**src/rtl/imem_loader_if.sv**
```systemverilog
// Byte-stream input and instruction-memory write port of the program loader.
// Stream handshake: a byte transfers on a rising clk edge where byte_valid_i
// and byte_ready_o are both 1. byte_i must be stable while byte_valid_i is 1.
// The write port is fire-and-forget: we_o is a one-cycle pulse with
// waddr_o/wdata_o valid in that same cycle; the memory cannot stall it.
interface imem_loader_if;
  logic [7:0]  byte_i;
  logic        byte_valid_i;
  logic        byte_ready_o;
  logic        we_o;
  logic [31:0] waddr_o;
  logic [31:0] wdata_o;

  // Loader side.
  modport slave (
    input  byte_i, byte_valid_i,
    output byte_ready_o, we_o, waddr_o, wdata_o
  );

  // Stream source / memory side.
  modport master (
    output byte_i, byte_valid_i,
    input  byte_ready_o, we_o, waddr_o, wdata_o
  );
endinterface

```
**src/rtl/imem_loader.sv**
```systemverilog
// Instruction memory loader: parses a framed byte stream (16-bit word count,
// little-endian payload words, XOR checksum byte), writes each assembled word
// into the instruction memory and keeps the core held in reset until a load
// finishes with a good checksum.
module imem_loader #(
  parameter int          DEPTH         = 1024,
  parameter logic [31:0] BASE_ADDR     = 32'h0000_0000,
  parameter bit          HOLD_AT_RESET = 1'b1
) (
  input  logic         clk_i,
  input  logic         rst_i,
  input  logic         start_i,
  imem_loader_if.slave bus,
  output logic         busy_o,
  output logic         done_o,
  output logic         err_o,
  output logic         cpu_hold_o,
  output logic [2:0]   dbg_state_o
);

  typedef enum logic [2:0] {
    S_IDLE   = 3'd0,
    S_LEN_LO = 3'd1,
    S_LEN_HI = 3'd2,
    S_DATA   = 3'd3,
    S_CHK    = 3'd4,
    S_DONE   = 3'd5,
    S_ERR    = 3'd6
  } state_t;

  localparam logic [16:0] DEPTH_L = 17'(DEPTH);

  state_t      state_q;
  logic [15:0] len_q;
  logic [15:0] idx_q;
  logic [1:0]  lane_q;
  logic [7:0]  xor_q;
  logic [23:0] word_q;
  logic        we_q;
  logic [31:0] waddr_q;
  logic [31:0] wdata_q;
  logic        done_q;
  logic        err_q;
  logic        hold_q;

  logic        ready;
  logic        accept;
  logic [15:0] len_d;
  logic        len_ok;

  // Byte acceptance and length decode for the LEN_HI byte.
  always_comb begin
    ready  = (state_q == S_LEN_LO) || (state_q == S_LEN_HI) ||
             (state_q == S_DATA)   || (state_q == S_CHK);
    accept = ready && bus.byte_valid_i;
    len_d  = {bus.byte_i, len_q[7:0]};
    len_ok = (len_d != 16'd0) && ({1'b0, len_d} <= DEPTH_L);
  end

  // Frame parser: state, word assembly, write pulse and status flags.
  always_ff @(posedge clk_i or posedge rst_i) begin
    if (rst_i) begin
      state_q <= S_IDLE;
      len_q   <= '0;
      idx_q   <= '0;
      lane_q  <= '0;
      xor_q   <= '0;
      word_q  <= '0;
      we_q    <= 1'b0;
      waddr_q <= '0;
      wdata_q <= '0;
      done_q  <= 1'b0;
      err_q   <= 1'b0;
      hold_q  <= HOLD_AT_RESET;
    end else begin
      we_q <= 1'b0;
      case (state_q)
        // start_i is only honoured when no load is running.
        S_IDLE, S_DONE, S_ERR: begin
          if (start_i) begin
            state_q <= S_LEN_LO;
            done_q  <= 1'b0;
            err_q   <= 1'b0;
            idx_q   <= '0;
            lane_q  <= '0;
            xor_q   <= '0;
            hold_q  <= 1'b1;
          end
        end
        S_LEN_LO: begin
          if (accept) begin
            len_q[7:0] <= bus.byte_i;
            state_q    <= S_LEN_HI;
          end
        end
        S_LEN_HI: begin
          if (accept) begin
            if (len_ok) begin
              len_q[15:8] <= bus.byte_i;
              state_q     <= S_DATA;
            end else begin
              err_q   <= 1'b1;
              state_q <= S_ERR;
            end
          end
        end
        S_DATA: begin
          if (accept) begin
            xor_q  <= xor_q ^ bus.byte_i;
            lane_q <= lane_q + 2'd1;
            case (lane_q)
              2'd0: word_q[7:0]   <= bus.byte_i;
              2'd1: word_q[15:8]  <= bus.byte_i;
              2'd2: word_q[23:16] <= bus.byte_i;
              default: begin
                we_q    <= 1'b1;
                wdata_q <= {bus.byte_i, word_q};
                waddr_q <= BASE_ADDR + {14'd0, idx_q, 2'b00};
                idx_q   <= idx_q + 16'd1;
                if (idx_q == len_q - 16'd1) state_q <= S_CHK;
              end
            endcase
          end
        end
        S_CHK: begin
          if (accept) begin
            if (bus.byte_i == xor_q) begin
              done_q  <= 1'b1;
              hold_q  <= 1'b0;
              state_q <= S_DONE;
            end else begin
              err_q   <= 1'b1;
              state_q <= S_ERR;
            end
          end
        end
        default: state_q <= S_IDLE;
      endcase
    end
  end

  assign bus.byte_ready_o = ready;
  assign bus.we_o         = we_q;
  assign bus.waddr_o      = waddr_q;
  assign bus.wdata_o      = wdata_q;
  assign busy_o           = ready;
  assign done_o           = done_q;
  assign err_o            = err_q;
  assign cpu_hold_o       = hold_q;
  assign dbg_state_o      = state_q;

endmodule
```
**src/flat_wrapper.sv**
```systemverilog
// flat-port wrapper written by rule: the top's interface ports become plain ports
module imem_loader_flat 
#(
  parameter int          DEPTH         = 1024,
  parameter logic [31:0] BASE_ADDR     = 32'h0000_0000,
  parameter bit          HOLD_AT_RESET = 1'b1
)
  (clk_i, rst_i, start_i, busy_o, done_o, err_o, cpu_hold_o, dbg_state_o, bus_byte_i, bus_byte_valid_i, bus_byte_ready_o, bus_we_o, bus_waddr_o, bus_wdata_o);
  imem_loader_if bus_i ();
  input  logic clk_i;
  input  logic rst_i;
  input  logic start_i;
  output logic busy_o;
  output logic done_o;
  output logic err_o;
  output logic cpu_hold_o;
  output logic [2:0] dbg_state_o;
  input wire logic [$bits(bus_i.byte_i)-1:0] bus_byte_i;
  input wire logic [$bits(bus_i.byte_valid_i)-1:0] bus_byte_valid_i;
  output wire logic [$bits(bus_i.byte_ready_o)-1:0] bus_byte_ready_o;
  output wire logic [$bits(bus_i.we_o)-1:0] bus_we_o;
  output wire logic [$bits(bus_i.waddr_o)-1:0] bus_waddr_o;
  output wire logic [$bits(bus_i.wdata_o)-1:0] bus_wdata_o;
  assign bus_i.byte_i = bus_byte_i;
  assign bus_i.byte_valid_i = bus_byte_valid_i;
  assign bus_byte_ready_o = bus_i.byte_ready_o;
  assign bus_we_o = bus_i.we_o;
  assign bus_waddr_o = bus_i.waddr_o;
  assign bus_wdata_o = bus_i.wdata_o;
  imem_loader #(.DEPTH(DEPTH), .BASE_ADDR(BASE_ADDR), .HOLD_AT_RESET(HOLD_AT_RESET)) u_core (.clk_i(clk_i), .rst_i(rst_i), .start_i(start_i), .bus(bus_i), .busy_o(busy_o), .done_o(done_o), .err_o(err_o), .cpu_hold_o(cpu_hold_o), .dbg_state_o(dbg_state_o));
endmodule
```
**config.mk**
```make
export PLATFORM = sky130hd
export DESIGN_NAME = imem_loader_flat
export DESIGN_NICKNAME = d
export VERILOG_FILES = /design/src/rtl/imem_loader_if.sv /design/src/rtl/imem_loader.sv /design/src/flat_wrapper.sv
export SDC_FILE = /design/constraint.sdc
export NUM_CORES = 1
export LEC_CHECK = 0
export CORE_ASPECT_RATIO = 2
export CORE_MARGIN = 3
export CORE_UTILIZATION = 35
export CTS_CLUSTER_SIZE = 30
export DETAILED_ROUTE_END_ITERATION = 8
export MAX_ROUTING_LAYER = met4
export PLACE_DENSITY = 0.56
export RECOVER_POWER = 50
export SLEW_MARGIN = 10
export SYNTH_ARGS = -nofsm -noshare
export SYNTH_HDL_FRONTEND = slang
export SYNTH_SLANG_ARGS = --single-unit
```
**constraint.sdc**
```tcl
create_clock -name clk_i -period 8.58 [get_ports clk_i]
set_clock_uncertainty 0.2 [all_clocks]
set_input_delay 1.287 -clock clk_i [delete_from_list [all_inputs] [get_ports clk_i]]
set_output_delay 1.287 -clock clk_i [all_outputs]
set_load 0.01 [all_outputs]
```
==> run metrics, run 1 <==
post_cts resized=0; Mapped Area=5852 um^2; final setup vio count=0; clock buffer count from CTS=17; Post-CTS Setup Inserts=0; buffers added on ports=68; setup repair after global routing missed its margin=no; Seq cells post-synth=121; class of the most critical setup path=primary input to register; Crit path required time=8.71 ns; Seq/Total Area, Yosys=51.76%; detail-routed net length per standard cell=17.43 um; layout filler cell count=1596; Iter 0 DRT Violations=227; distinct cell type count of the synthesized netlist=58; placement row count=66; cell taking the most area after synthesis=sky130_fd_sc_hd__dfrtp_1; maximum fanout along the worst path=56; post-CTS clock slew at the launch and capture registers of the worst setup and hold paths=0.06 ns; full die area=18400 um^2; Yosys warning total=0; clock root buffer=sky130_fd_sc_hd__clkbuf_16; count of final hold-check violations=0; worst slew margin relative to its limit=-37.12%; final cycle utilization of the critical path=53.40%; minimum setup slack among reg-to-reg paths=4.82 ns; first-pass GRT wire length=25080 um; area added between synthesis and finish=24.22%; residual antenna-violating net count after detailed routing=0; clock tree from TritonCTS=done; fraction of registers with async set or reset after synthesis=100.0%; path type of the worst min-delay path=register to register; sum of negative setup slack=0 ns; post-route cell area=7269 um^2; crit path time final=4.581 ns; Antenna Cells=0; Syn Area/Cell=9.363 um^2; Hold-fix buffers, CTS=0; detailed-route DRC error count=0; capturing element type of the critical path=register; number of synthesized flops with an enable pin=0; effective utilization at floorplan=35.79%; drt total wl=15600 um; routability cong.=0.8645; total congestion overflow after global routing=0; Total Routing Usage GR=18.15%; clock buffer depth=2; result of the run=finished with violations; number of instances in the synthesized netlist=625; number of antenna violations at the first check in global routing=0; cell leakage power=3.583 nW; clock tree sinks=121; sequential standard cell area=3029 um^2; via total after detailed routing=4511; number of global-route vias before repair=4681; Main synth FF type=sky130_fd_sc_hd__dfrtp_1; floorplan die height=188.9 um; Die W=97.43 um; Multi-input gate area=2554 um^2; measured slew at the worst slew-check pin=2.045 ns; Crit path arrival time=4.71 ns; max frequency=218.3 MHz; worst voltage drop across the vdd grid=0.1688 mV; number of detailed-route iterations in the first pass=5; H-tree level count=4; main area contributors after synthesis=sky130_fd_sc_hd__dfrtp_1, sky130_fd_sc_hd__nand2_1, sky130_fd_sc_hd__mux2_2; total placed instance area=6623 um^2; core area=16350 um^2; total power density per cell area=292.7 nW/um^2; nature of the critical path startpoint=primary input; failing checks=max-capacitance violations, max-slew violations; largest net degree at the start of global routing=75; nets=697; layout cell share with drive strength beyond 1=10.85%; share of the synthesized area in the top cell type=51.31%; max-slew violation count=49; max-cap check violation count=1; post-detail-place hpwl=11200 um; insertion delay of the later-clocked pin in the worst-skew pair=0.42 ns; num ports=85; post-DR vias/cell=5.040
logic make-up (layout without fill, tap and decap cells):
group / after synthesis / count (layout) / synth area share (%)
flops: 121 / 121 / 51.76
other cells: 1 / 16 / 0.06408
fa+ha+maj: 6 / 6 / 1.283
xor+xnor: 34 / 34 / 5.089
simple gates: 277 / 277 / 21.25
mux: 33 / 33 / 6.329
compound gates: 83 / 83 / 8.617
buf+inv: 70 / 121 / 5.602
power by group:
group / switching [mW] / total (mW) / internal, mW / leakage [nW]
combinational: 0.265 / 0.520 / 0.255 / 1.65
clock: 0.269 / 0.787 / 0.518 / 0.312
sequential: 0.127 / 0.821 / 0.694 / 1.62
total: 0.661 / 2.13 / 1.47 / 3.58
path summary, 6_finish.rpt:
path                                  startpoint  cells past startpoint                endpoint
min reg2reg                    u_core.word_q[12]                      2  u_core.bus.wdata_o[12]
max reg2reg                u_core.dbg_state_o[0]                      7        u_core.idx_q[10]
min                            u_core.word_q[12]                      2  u_core.bus.wdata_o[12]
max in group asynchronous                  rst_i                      3  u_core.bus.wdata_o[26]
max                             bus_byte_valid_i                      8        u_core.idx_q[10]
min in group asynchronous                  rst_i                      2  u_core.bus.waddr_o[16]
registers in the layout, indices dropped and copies added (netlist names):
signal,flops
u_core.bus.waddr_o,16
u_core.bus.wdata_o,32
u_core.bus.we_o,1
u_core.cpu_hold_o,1
u_core.dbg_state_o,3
u_core.done_o,1
u_core.err_o,1
u_core.idx_q,16
u_core.lane_q,2
u_core.len_q,16
u_core.word_q,24
u_core.xor_q,8
Yosys cell counts (9+ instances only):
library cell               count
sky130_fd_sc_hd__nand3_1       9
sky130_fd_sc_hd__mux2_2       32
sky130_fd_sc_hd__buf_4        17
sky130_fd_sc_hd__a21oi_1      12
sky130_fd_sc_hd__xnor2_1      15
sky130_fd_sc_hd__xor2_1       19
sky130_fd_sc_hd__inv_1        17
sky130_fd_sc_hd__dfrtp_1     120
sky130_fd_sc_hd__nor2_1       37
sky130_fd_sc_hd__clkbuf_1     32
sky130_fd_sc_hd__nand2_1     170
sky130_fd_sc_hd__o21ai_0      41
stage by stage:
| step | total power [mW] | setup WS [ns] | cells | hold slack [ns] | utilization, % |
|---|---|---|---|---|---|
| 2_1_floorplan | 1.178 | 3.880 | 640 | 0.2331 | - |
| 3_3_place_gp | 1.346 | 3.772 | 864 | 0.2487 | 40.50 |
| 3_5_place_dp | 1.363 | 3.627 | 864 | 0.2503 | 40.50 |
| 4_1_cts | 2.161 | 4.055 | 895 | 0.2707 | 44.47 |
| 5_1_grt | 2.246 | 3.537 | 895 | 0.2874 | 44.46 |
| 6_report | 2.128 | 3.999 | 895 | 0.2663 | 44.46 |
layout by cell type, fill, tap and decap left out, types with 14 or more instances in the layout:
cell                              count
sky130_fd_sc_hd__dfrtp_1            120
sky130_fd_sc_hd__xor2_1              19
sky130_fd_sc_hd__nand2_1            169
sky130_fd_sc_hd__dlygate4sd3_1       54
sky130_fd_sc_hd__conb_1              16
sky130_fd_sc_hd__mux2_2              32
sky130_fd_sc_hd__o21ai_0             41
sky130_fd_sc_hd__clkdlybuf4s50_1     14
sky130_fd_sc_hd__clkbuf_16           17
sky130_fd_sc_hd__xnor2_1             15
sky130_fd_sc_hd__inv_1               16
sky130_fd_sc_hd__nor2_1              37
layer usage:
layer	global-route usage (%)	part of all wire, %	vias to the layer above	wire length, um
li1	-	-	2146	-
met1	18.08	37	2210	5780
met2	33.08	56	118	8747
met3	2.913	2.7	37	425
met4	10.24	4.1	0	646
met5	-	0	-	0
area by class of cell:
class                           instances  share of cell area, %
Inverter                               17                 0.8950
Sequential cell                       121                  41.67
Timing Repair Buffer                   73                  9.880
Clock buffer                           18                  5.904
Clock inverter                         13                  3.012
Tap cell                              204                  3.511
Multi-Input combinational cell        449                  35.13
critical path: stages:
cell	delay (ns)
sky130_fd_sc_hd__dlygate4sd3_1	0.77
sky130_fd_sc_hd__and4b_1	0.50
sky130_fd_sc_hd__nand2_2	0.67
sky130_fd_sc_hd__inv_1	0.24
sky130_fd_sc_hd__a21oi_1	0.16
sky130_fd_sc_hd__nand4bb_1	0.42
sky130_fd_sc_hd__or3_1	0.44
sky130_fd_sc_hd__a21oi_1	0.17
(Power assumes the default switching activity.)
==> inputs of run 2 (changes only) <==
clock period = 4.75 ns   (was 8.58 ns; I/O delays follow)
==> run 2 against run 1 <==
Via count up 0.49%; the flow still finishes with violations (max-capacitance violations, max-slew violations); sequential share of layout area up 0.19 points; register-to-register slack worse by 3.2 ns; routed wire length about the same.
==> run metrics, run 2 (synthesis gave the netlist of run 1 again) <==
drt total wl=15590 um; effective utilization at floorplan=35.79%; failing checks=max-capacitance violations, max-slew violations; top library cells by usage in the layout, fill and taps aside=sky130_fd_sc_hd__nand2_1, sky130_fd_sc_hd__dfrtp_1, sky130_fd_sc_hd__o21ai_0, sky130_fd_sc_hd__clkdlybuf4s50_1, sky130_fd_sc_hd__nor2_1; most common cell after layout, fill and taps aside=sky130_fd_sc_hd__nand2_1; max-cap check violation count=1; area added between synthesis and finish=23.65%; cell leakage power=3.475 nW; Antenna Cells=0; worst voltage drop across the vdd grid=0.3095 mV; clock buffer depth=2; post-detail-place hpwl=11270 um; power share of the sequential group=39.4%; Post-CTS Setup Inserts=0; Iter 0 DRT Violations=237; final setup vio count=0; detailed-route DRC error count=0; max-slew violation count=45; clock network power share=35.2%; layout cell share with drive strength beyond 1=10.87%; core area=16350 um^2; worst flop-to-flop path startpoint=u_core.len_q[0]; number of global-route vias before repair=4755; clock root buffer=sky130_fd_sc_hd__clkbuf_16; capturing element type of the critical path=register; P_sw=1.202 mW; cell internal power dissipation=2.565 mW; combinational share of power=25.5%; detail-routed net length per standard cell=17.43 um; clock tree sinks=121; routability cong.=0.8634; final cycle utilization of the critical path=67.94%; Total Routing Usage GR=17.91%; number of detailed-route iterations in the first pass=4; result of the run=finished with violations; clock tree from TritonCTS=done; Hold Path Stages=2; total congestion overflow after global routing=0; final core occ=44.25%; crit path time final=3.227 ns; via total after detailed routing=4533; largest net degree at the start of global routing=78; number of antenna violations at the first check in global routing=0; path type of the worst min-delay path=register to register; post_cts resized=0; buffers added on ports=68; H-tree level count=4; worst slew margin relative to its limit=-36.75%; maximum fanout along the worst path=12; max FFs per register=32; sum of negative setup slack=0 ns; net switching share of the total power=31.90%; residual antenna-violating net count after detailed routing=0; hold_sp=u_core.word_q[2]; Crit path arrival time=3.35 ns; Die W=97.43 um; post-CTS clock slew at the launch and capture registers of the worst setup and hold paths=0.06 ns; full die area=18400 um^2; class of the most critical setup path=primary input to register; worst r2r path cells=8; Crit path required time=4.88 ns; capture endpoint of the worst hold path=u_core.bus.wdata_o[2]; end of the worst register-to-register path=u_core.len_q[10]; post-DR vias/cell=5.070; Hold-fix buffers, CTS=0; max frequency=309.9 MHz; nature of the critical path startpoint=primary input; minimum setup slack among reg-to-reg paths=1.61 ns; setup repair after global routing missed its margin=no; count of final hold-check violations=0; nets=696; clock buffer count from CTS=17; floorplan die height=188.9 um; layout filler cell count=1621; insertion delay of the later-clocked pin in the worst-skew pair=0.41 ns; num ports=85; first-pass GRT wire length=25120 um; total power density per cell area=520.6 nW/um^2; measured slew at the worst slew-check pin=2.040 ns; placement row count=66
-- run 2: metal layers --
layer	GRT usage, %	part of all wire, %	up-vias
met1	17.15	37	2248
met5	-	0	-
met4	9.333	3.7	0
met2	33.66	58	104
met3	3.060	2.1	29
li1	-	-	2152
-- run 2: power groups by stage --
| stage | Combinational (mW) | Clock, mW | Sequential [mW] |
|---|---|---|---|
| after global placement | 0.949 | 0 | 1.49 |
| after global routing | 1.06 | 1.40 | 1.52 |
| final | 0.959 | 1.32 | 1.48 |
| after CTS | 0.976 | 1.35 | 1.48 |
| after detailed placement | 0.970 | 0 | 1.50 |
| after floorplan | 0.709 | 0 | 1.42 |
-- run 2: stage by stage --
| stage | area, um^2 | power (mW) | setup slack (ns) | std cells | hold WS, ns |
|---|---|---|---|---|---|
| after floorplan | 5908 | 2.129 | 0.6250 | 640 | 0.2331 |
| after detailed placement | 6628 | 2.469 | 1.197 | 863 | 0.2474 |
| final | 7236 | 3.767 | 1.523 | 894 | 0.2626 |
| after global placement | 6628 | 2.438 | 1.304 | 863 | 0.2425 |
| after global routing | 7236 | 3.974 | 1.306 | 894 | 0.2835 |
| after CTS | 7237 | 3.808 | 1.590 | 894 | 0.2627 |
-- run 2: how the worst max path moves through the flow --
stage / from / endpoint / slack, ns / cells after the start
after detailed placement: bus_byte_valid_i / u_core.idx_q[13] / 1.20 / 9
final: bus_byte_valid_i / u_core.idx_q[12] / 1.52 / 8
after global routing: bus_byte_valid_i / u_core.idx_q[9] / 1.31 / 9
after floorplan: rst_i / u_core.bus.waddr_o[10] / 0.62 / 1
after CTS: u_core.dbg_state_o[0] / busy_o / 1.59 / 3
after global placement: bus_byte_valid_i / u_core.idx_q[12] / 1.30 / 8
-- run 2: layout make-up --
class | count | area, um^2 | area share (%)
Clock inverter | 13 | 170.2 | 2.352
Inverter | 17 | 65.06 | 0.8992
Sequential cell | 121 | 3029 | 41.86
Tap cell | 204 | 255.2 | 3.528
Multi-Input combinational cell | 449 | 2554 | 35.29
Timing Repair Buffer | 72 | 723.2 | 9.995
Clock buffer | 18 | 439.2 | 6.070
-- run 2: critical path: stages --
cell and delay, ns:
sky130_fd_sc_hd__dlygate4sd3_1 0.78, sky130_fd_sc_hd__and4b_1 0.52, sky130_fd_sc_hd__nand2_2 0.10, sky130_fd_sc_hd__inv_1 0.08, sky130_fd_sc_hd__a21oi_1 0.12, sky130_fd_sc_hd__nand4bb_1 0.44, sky130_fd_sc_hd__or3_1 0.45, sky130_fd_sc_hd__a21oi_1 0.16
